`src/rtl/ts_ram_pingpong_wr.sv`:
```
// TS byte stream packer: 188-byte packets become 24 x 64-bit words written into a two-bank
// ping-pong RAM, with bank-full handshake to the reader via release toggles.
module ts_ram_pingpong_wr #(
  parameter int unsigned PKTS_PER_BANK = 256,
  parameter logic [7:0]  PAD_BYTE      = 8'hFF
) (
  input  logic        clk_ts,
  input  logic        rst,
  input  logic [7:0]  ts_din,
  input  logic        ts_valid,
  input  logic        ts_sop,
  input  logic [1:0]  bank_rel_tgl,
  output logic        ram_wr,
  output logic [13:0] ram_waddr,
  output logic [63:0] ram_wdata,
  output logic [1:0]  bank_full,
  output logic        ts_ram_valid,
  output logic [15:0] drop_cnt
);

  localparam logic [8:0] LastPkt = 9'(PKTS_PER_BANK - 1);

  typedef enum logic [1:0] {StIdle, StFill, StDrop} state_e;

  state_e      state_q, state_d;
  logic        cur_q, cur_d;
  logic [8:0]  pkt_cnt_q, pkt_cnt_d;
  logic [7:0]  byte_cnt_q, byte_cnt_d;
  logic [12:0] base_q, base_d;
  logic [55:0] pack_q, pack_d;
  logic        ram_wr_d;
  logic [13:0] ram_waddr_d;
  logic [63:0] ram_wdata_d;
  logic [15:0] drop_cnt_d;
  logic [1:0]  bank_set;
  logic [1:0]  rel_s1, rel_s2, rel_s3;
  logic [1:0]  rel_pulse;

  assign rel_pulse = rel_s2 ^ rel_s3;

  always_comb begin
    state_d     = state_q;
    cur_d       = cur_q;
    pkt_cnt_d   = pkt_cnt_q;
    byte_cnt_d  = byte_cnt_q;
    base_d      = base_q;
    pack_d      = pack_q;
    ram_wr_d    = 1'b0;
    ram_waddr_d = ram_waddr;
    ram_wdata_d = ram_wdata;
    drop_cnt_d  = drop_cnt;
    bank_set    = 2'b00;

    if (ts_valid) begin
      if (ts_sop) begin
        // Any sop (even mid-packet) restarts evaluation; a bad sync byte just returns to idle.
        state_d    = StIdle;
        byte_cnt_d = 8'd0;
        if (ts_din == 8'h47) begin
          if (!bank_full[cur_q]) begin
            state_d    = StFill;
            pack_d     = {pack_q[47:0], ts_din};
            byte_cnt_d = 8'd1;
            base_d     = {4'b0, pkt_cnt_q} * 13'd24;
          end else begin
            state_d = StDrop;
            if (drop_cnt != 16'hFFFF) drop_cnt_d = drop_cnt + 16'd1;
          end
        end
      end else if (state_q == StFill) begin
        pack_d     = {pack_q[47:0], ts_din};
        byte_cnt_d = byte_cnt_q + 8'd1;
        if (byte_cnt_q[2:0] == 3'd7) begin
          ram_wr_d    = 1'b1;
          ram_waddr_d = {cur_q, base_q + {8'b0, byte_cnt_q[7:3]}};
          ram_wdata_d = {pack_q, ts_din};
        end
        if (byte_cnt_q == 8'd187) begin
          ram_wr_d    = 1'b1;
          ram_waddr_d = {cur_q, base_q + 13'd23};
          ram_wdata_d = {pack_q[23:0], ts_din, {4{PAD_BYTE}}};
          state_d     = StIdle;
          byte_cnt_d  = 8'd0;
          if (pkt_cnt_q == LastPkt) begin
            pkt_cnt_d       = 9'd0;
            bank_set[cur_q] = 1'b1;
            cur_d           = ~cur_q;
          end else begin
            pkt_cnt_d = pkt_cnt_q + 9'd1;
          end
        end
      end
    end
  end

  always_ff @(posedge clk_ts) begin
    if (rst) begin
      state_q      <= StIdle;
      cur_q        <= 1'b0;
      pkt_cnt_q    <= '0;
      byte_cnt_q   <= '0;
      base_q       <= '0;
      pack_q       <= '0;
      ram_wr       <= 1'b0;
      ram_waddr    <= '0;
      ram_wdata    <= '0;
      bank_full    <= 2'b00;
      ts_ram_valid <= 1'b0;
      drop_cnt     <= '0;
      // Preload with the live toggle level so reset never looks like a release edge.
      rel_s1       <= bank_rel_tgl;
      rel_s2       <= bank_rel_tgl;
      rel_s3       <= bank_rel_tgl;
    end else begin
      state_q      <= state_d;
      cur_q        <= cur_d;
      pkt_cnt_q    <= pkt_cnt_d;
      byte_cnt_q   <= byte_cnt_d;
      base_q       <= base_d;
      pack_q       <= pack_d;
      ram_wr       <= ram_wr_d;
      ram_waddr    <= ram_waddr_d;
      ram_wdata    <= ram_wdata_d;
      bank_full    <= (bank_full & ~rel_pulse) | bank_set;
      ts_ram_valid <= |bank_full;
      drop_cnt     <= drop_cnt_d;
      rel_s1       <= bank_rel_tgl;
      rel_s2       <= rel_s1;
      rel_s3       <= rel_s2;
    end
  end

endmodule

```
`config.mk`:
```
export PLATFORM = sky130hd
export DESIGN_NAME = ts_ram_pingpong_wr
export DESIGN_NICKNAME = d
export VERILOG_FILES = /design/src/rtl/ts_ram_pingpong_wr.sv
export SDC_FILE = /design/constraint.sdc
export NUM_CORES = 1
export LEC_CHECK = 0
export ABC_CLOCK_PERIOD_IN_PS = 5600
export CAP_MARGIN = 10
export CELL_PAD_IN_SITES_DETAIL_PLACEMENT = 0
export CELL_PAD_IN_SITES_GLOBAL_PLACEMENT = 1
export CORE_ASPECT_RATIO = 1.4
export CORE_UTILIZATION = 44
export CTS_CLUSTER_SIZE = 24
export DETAILED_ROUTE_END_ITERATION = 8
export GPL_ROUTABILITY_DRIVEN = 0
export HOLD_SLACK_MARGIN = 0.05
export PLACE_DENSITY = 0.92
export SLEW_MARGIN = 30
export SYNTH_ARGS = -nofsm -noshare
export SYNTH_HDL_FRONTEND = slang
export SYNTH_SLANG_ARGS = --single-unit
```
`constraint.sdc`:
```
create_clock -name clk_ts -period 5.6 [get_ports clk_ts]
set_input_delay 1.12 -clock clk_ts [delete_from_list [all_inputs] [get_ports clk_ts]]
set_output_delay 1.12 -clock clk_ts [all_outputs]
set_load 0.05 [all_outputs]
```
==> impl_metrics.py <==
metrics = {
    "run_status": {
        "status": "finished, final reports clean",
    },
    "yosys": {
        "ys_top_cells_by_area": "dfxtp_1 (48%), nand2_1 (10%), nor2_1 (6.7%)",
        "yosys.area.top_type": "dfxtp_1",
        "synth.top_cell.area_share_pct": 48.0,
        "synthFlopType": "dfxtp_1",
        "synth_cells": 973,
        "synth_cell_types": 64,
        "ys_ff_latch": 190,
        "syn_avg_cell_area_um2": 8.15,
        "yosysSeqAreaShare_pct": 48.0,
        "ys_warn_count": 0,
        "synth_nets": 1003,
        "synthArstFlopShare_pct": 0,
        "synth_edf_count": 0,
        "synth_area_um2": 7930,
    },
    "pwr": {
        "pwr_density_cell_nw_per_um2": 271,
        "clkPwrFrac_pct": 46.9,
        "p_total_mw": 2.65,
        "pwr-share-seq_pct": 51.1,
        "switching_share_pct": 22.2,
        "power.switching_mw": 0.590,
        "power.internal_mw": 2.06,
        "power.leakage_nw": 3.24,
        "pwr-share-comb_pct": 1.9,
        "peakVddDrop_mv": 0.204,
    },
    "floorplan": {
        "die_w_um": 115,
        "num_io_pins": 112,
        "core_um2": 17500,
        "die-area_um2": 18600,
        "rows": 57,
        "die_y_um": 161,
        "start_util_pct": 45.4,
    },
    "worst_setup_path": {
        "critPathLaunchType": "input port",
        "critPathMaxFanout": 30,
        "critPathKind": "in2reg",
        "endpoint_kind": "flop",
        "cp_cell_sequence": "clkdlybuf4s50_1 > and4bb_4 > nand4_1 > o21ai_4 > buf_4 > nand2_1 > a21oi_1",
        "slowest_stage": "o21ai_4",
        "cpPeakStageDelay_ps": 630,
        "cp_num_buf_inv": 2,
        "cp.arrival_ps": 3600,
        "crit_cells": 7,
        "required_ps": 5960,
        "path_delay_family": "buffers and inverters",
        "r2r.worst_path.cells": 7,
    },
    "sta": {
        "finalHoldViolCount": 0,
        "setup_viol": 0,
        "fin_crit_ps": 3250,
        "worst_pin_slew_ps": 902,
        "tns_ps": 0,
        "fmax_mhz": 308,
        "max-slew-margin-rel_pct": 39.8,
        "fin_skew_ps": 10.8,
        "rsz0062_at_grt": "no",
        "setup_ws_ps": 2350,
        "fin_crit_sh_pct": 58.0,
        "drv_slew": 0,
        "timing.hold.ws_ps": 441,
    },
    "finish": {
        "drive_above_1_share_pct": 5.84,
        "nFillCells": 1590,
        "diodes": 0,
        "layout_common_cells": "nand2_1 (216), dfxtp_1 (190), nor2_1 (142)",
        "layout_commonest_cell": "nand2_1",
        "fin_nets": 1079,
        "syn2layout_area_growth_pct": 23.3,
    },
    "grt": {
        "overflow": 0,
        "antenna_found_initial": 0,
        "grt_max_degree": 84,
        "track_usage_pct": 23.3,
        "grt_pass1_wl_mm": 33.5,
        "grt_pass1_vias": 6605,
    },
    "clock_network": {
        "cts_hold_buf": 0,
        "cts_buffers": 17,
        "clk_latency_ps": 440,
        "cts_tree": "yes",
        "root_buffer": "clkbuf_16",
        "clk_path_buf_depth": 2,
        "cts_sinks": 190,
        "cts_max_level": 4,
        "cts.clk_slew.worst_paths_ps": 70,
        "post-cts-setup-buffers": 0,
        "cts_resized": 0,
    },
    "detailed_routing": {
        "drc": 0,
        "routed_wl_mm": 21.0,
        "drtIter0Drc": 436,
        "viasPerCell": 5.38,
        "drt-pass1-iter-count": 6,
        "ant_nets": 0,
        "num_vias": 6988,
        "wire_per_inst_um": 16.2,
    },
    "worst_hold_path": {
        "holdPathStages": 2,
        "hold_class": "reg2reg",
    },
    "place": {
        "place_hpwl_mm": 14.4,
        "portBuffers": 111,
        "dp_slack_ps": 1920,
    },
    "run": {
        "maxCapViolCount": 0,
    },
}
[power groups by stage]
stage          Clock, mW  Combinational, mW  Sequential, mW
2_1_floorplan          0             0.0307            1.39
3_3_place_gp           0             0.0517            1.39
3_5_place_dp           0             0.0519            1.39
4_1_cts             1.26             0.0519            1.36
5_1_grt             1.31             0.0559            1.36
6_report            1.24             0.0515            1.36
[per-stage QoR]
step | cell area (um^2) | cells | utilization [%]
after floorplan | 7930 | 973 | -
after global placement | 9150 | 1265 | 52.4
after detailed placement | 9170 | 1266 | 52.5
after CTS | 9780 | 1298 | 56.0
after global routing | 9780 | 1298 | 56.0
final | 9780 | 1298 | 56.0
[kinds of logic (layout without fill, tap and decap cells)]
logic type,count (synthesis),after routing,share of synthesized area (%)
simple gates,478,478,27.2
buf+inv,76,165,4.09
flops,190,190,48.0
xor+xnor,24,24,2.65
fa+ha+maj,16,16,2.71
compound gates,182,182,14.5
mux,7,7,0.947
[registers in the layout, indices dropped and copies added (netlist names), 2 cells and up]
| register | count |
|---|---|
| rel_s3 | 2 |
| bank_full | 2 |
| rel_s2 | 2 |
| drop_cnt | 16 |
| pkt_cnt_q | 9 |
| ram_wdata | 64 |
| rel_s1 | 2 |
| byte_cnt_q | 8 |
| state_q | 2 |
| pack_q | 56 |
| base_q | 10 |
| ram_waddr | 14 |
[final cells by class]
type	instances	area (um^2)	area share [%]
inverter	13	48.8	0.499
tap	236	295	3.02
sequential	190	3800	38.9
clock buffer	19	453	4.63
multi-input combinational	707	3830	39.2
timing repair buffer	120	1190	12.2
clock inverter	13	156	1.60
[Yosys cell counts, types with 5 or more instances]
library cell,n
a211oi_1,11
a21oi_1,88
a311oi_1,34
and3_1,6
buf_1,10
buf_2,19
clkbuf_1,31
dfxtp_1,190
ha_1,14
inv_1,13
nand2_1,216
nand2b_1,5
nand3_1,13
nand4_1,8
nor2_1,142
nor2b_1,6
nor3_1,37
o21a_1,5
o21ai_0,21
or3_1,8
xnor2_1,13
xor2_1,11
[tightest hold or removal path, stage by stage, from the launching register on]
cell	delay (ps)
dfxtp_1	300
inv_1	40
o21ai_0	60
[path summary, 6_finish.rpt]
check | endpoint | slack [ps] | start
worst max-delay path | pack_q[43] | 2350 | ts_sop
worst max register to register | ram_waddr[5] | 3010 | byte_cnt_q[0]
worst min-delay path | rel_s2[1] | 440 | rel_s1[1]
worst min register to register | rel_s2[1] | 440 | rel_s1[1]
[routing by layer]
layer | part of all wire, % | vias to the layer above | global-route usage (%)
met5 | 0 | - | 0
met4 | 2.5 | 0 | 9.21
met3 | 3.7 | 29 | 4.11
met2 | 52 | 156 | 41.3
met1 | 42 | 3308 | 27.2
li1 | - | 3495 | -
No activity file was read; power rests on OpenSTA's default activity.
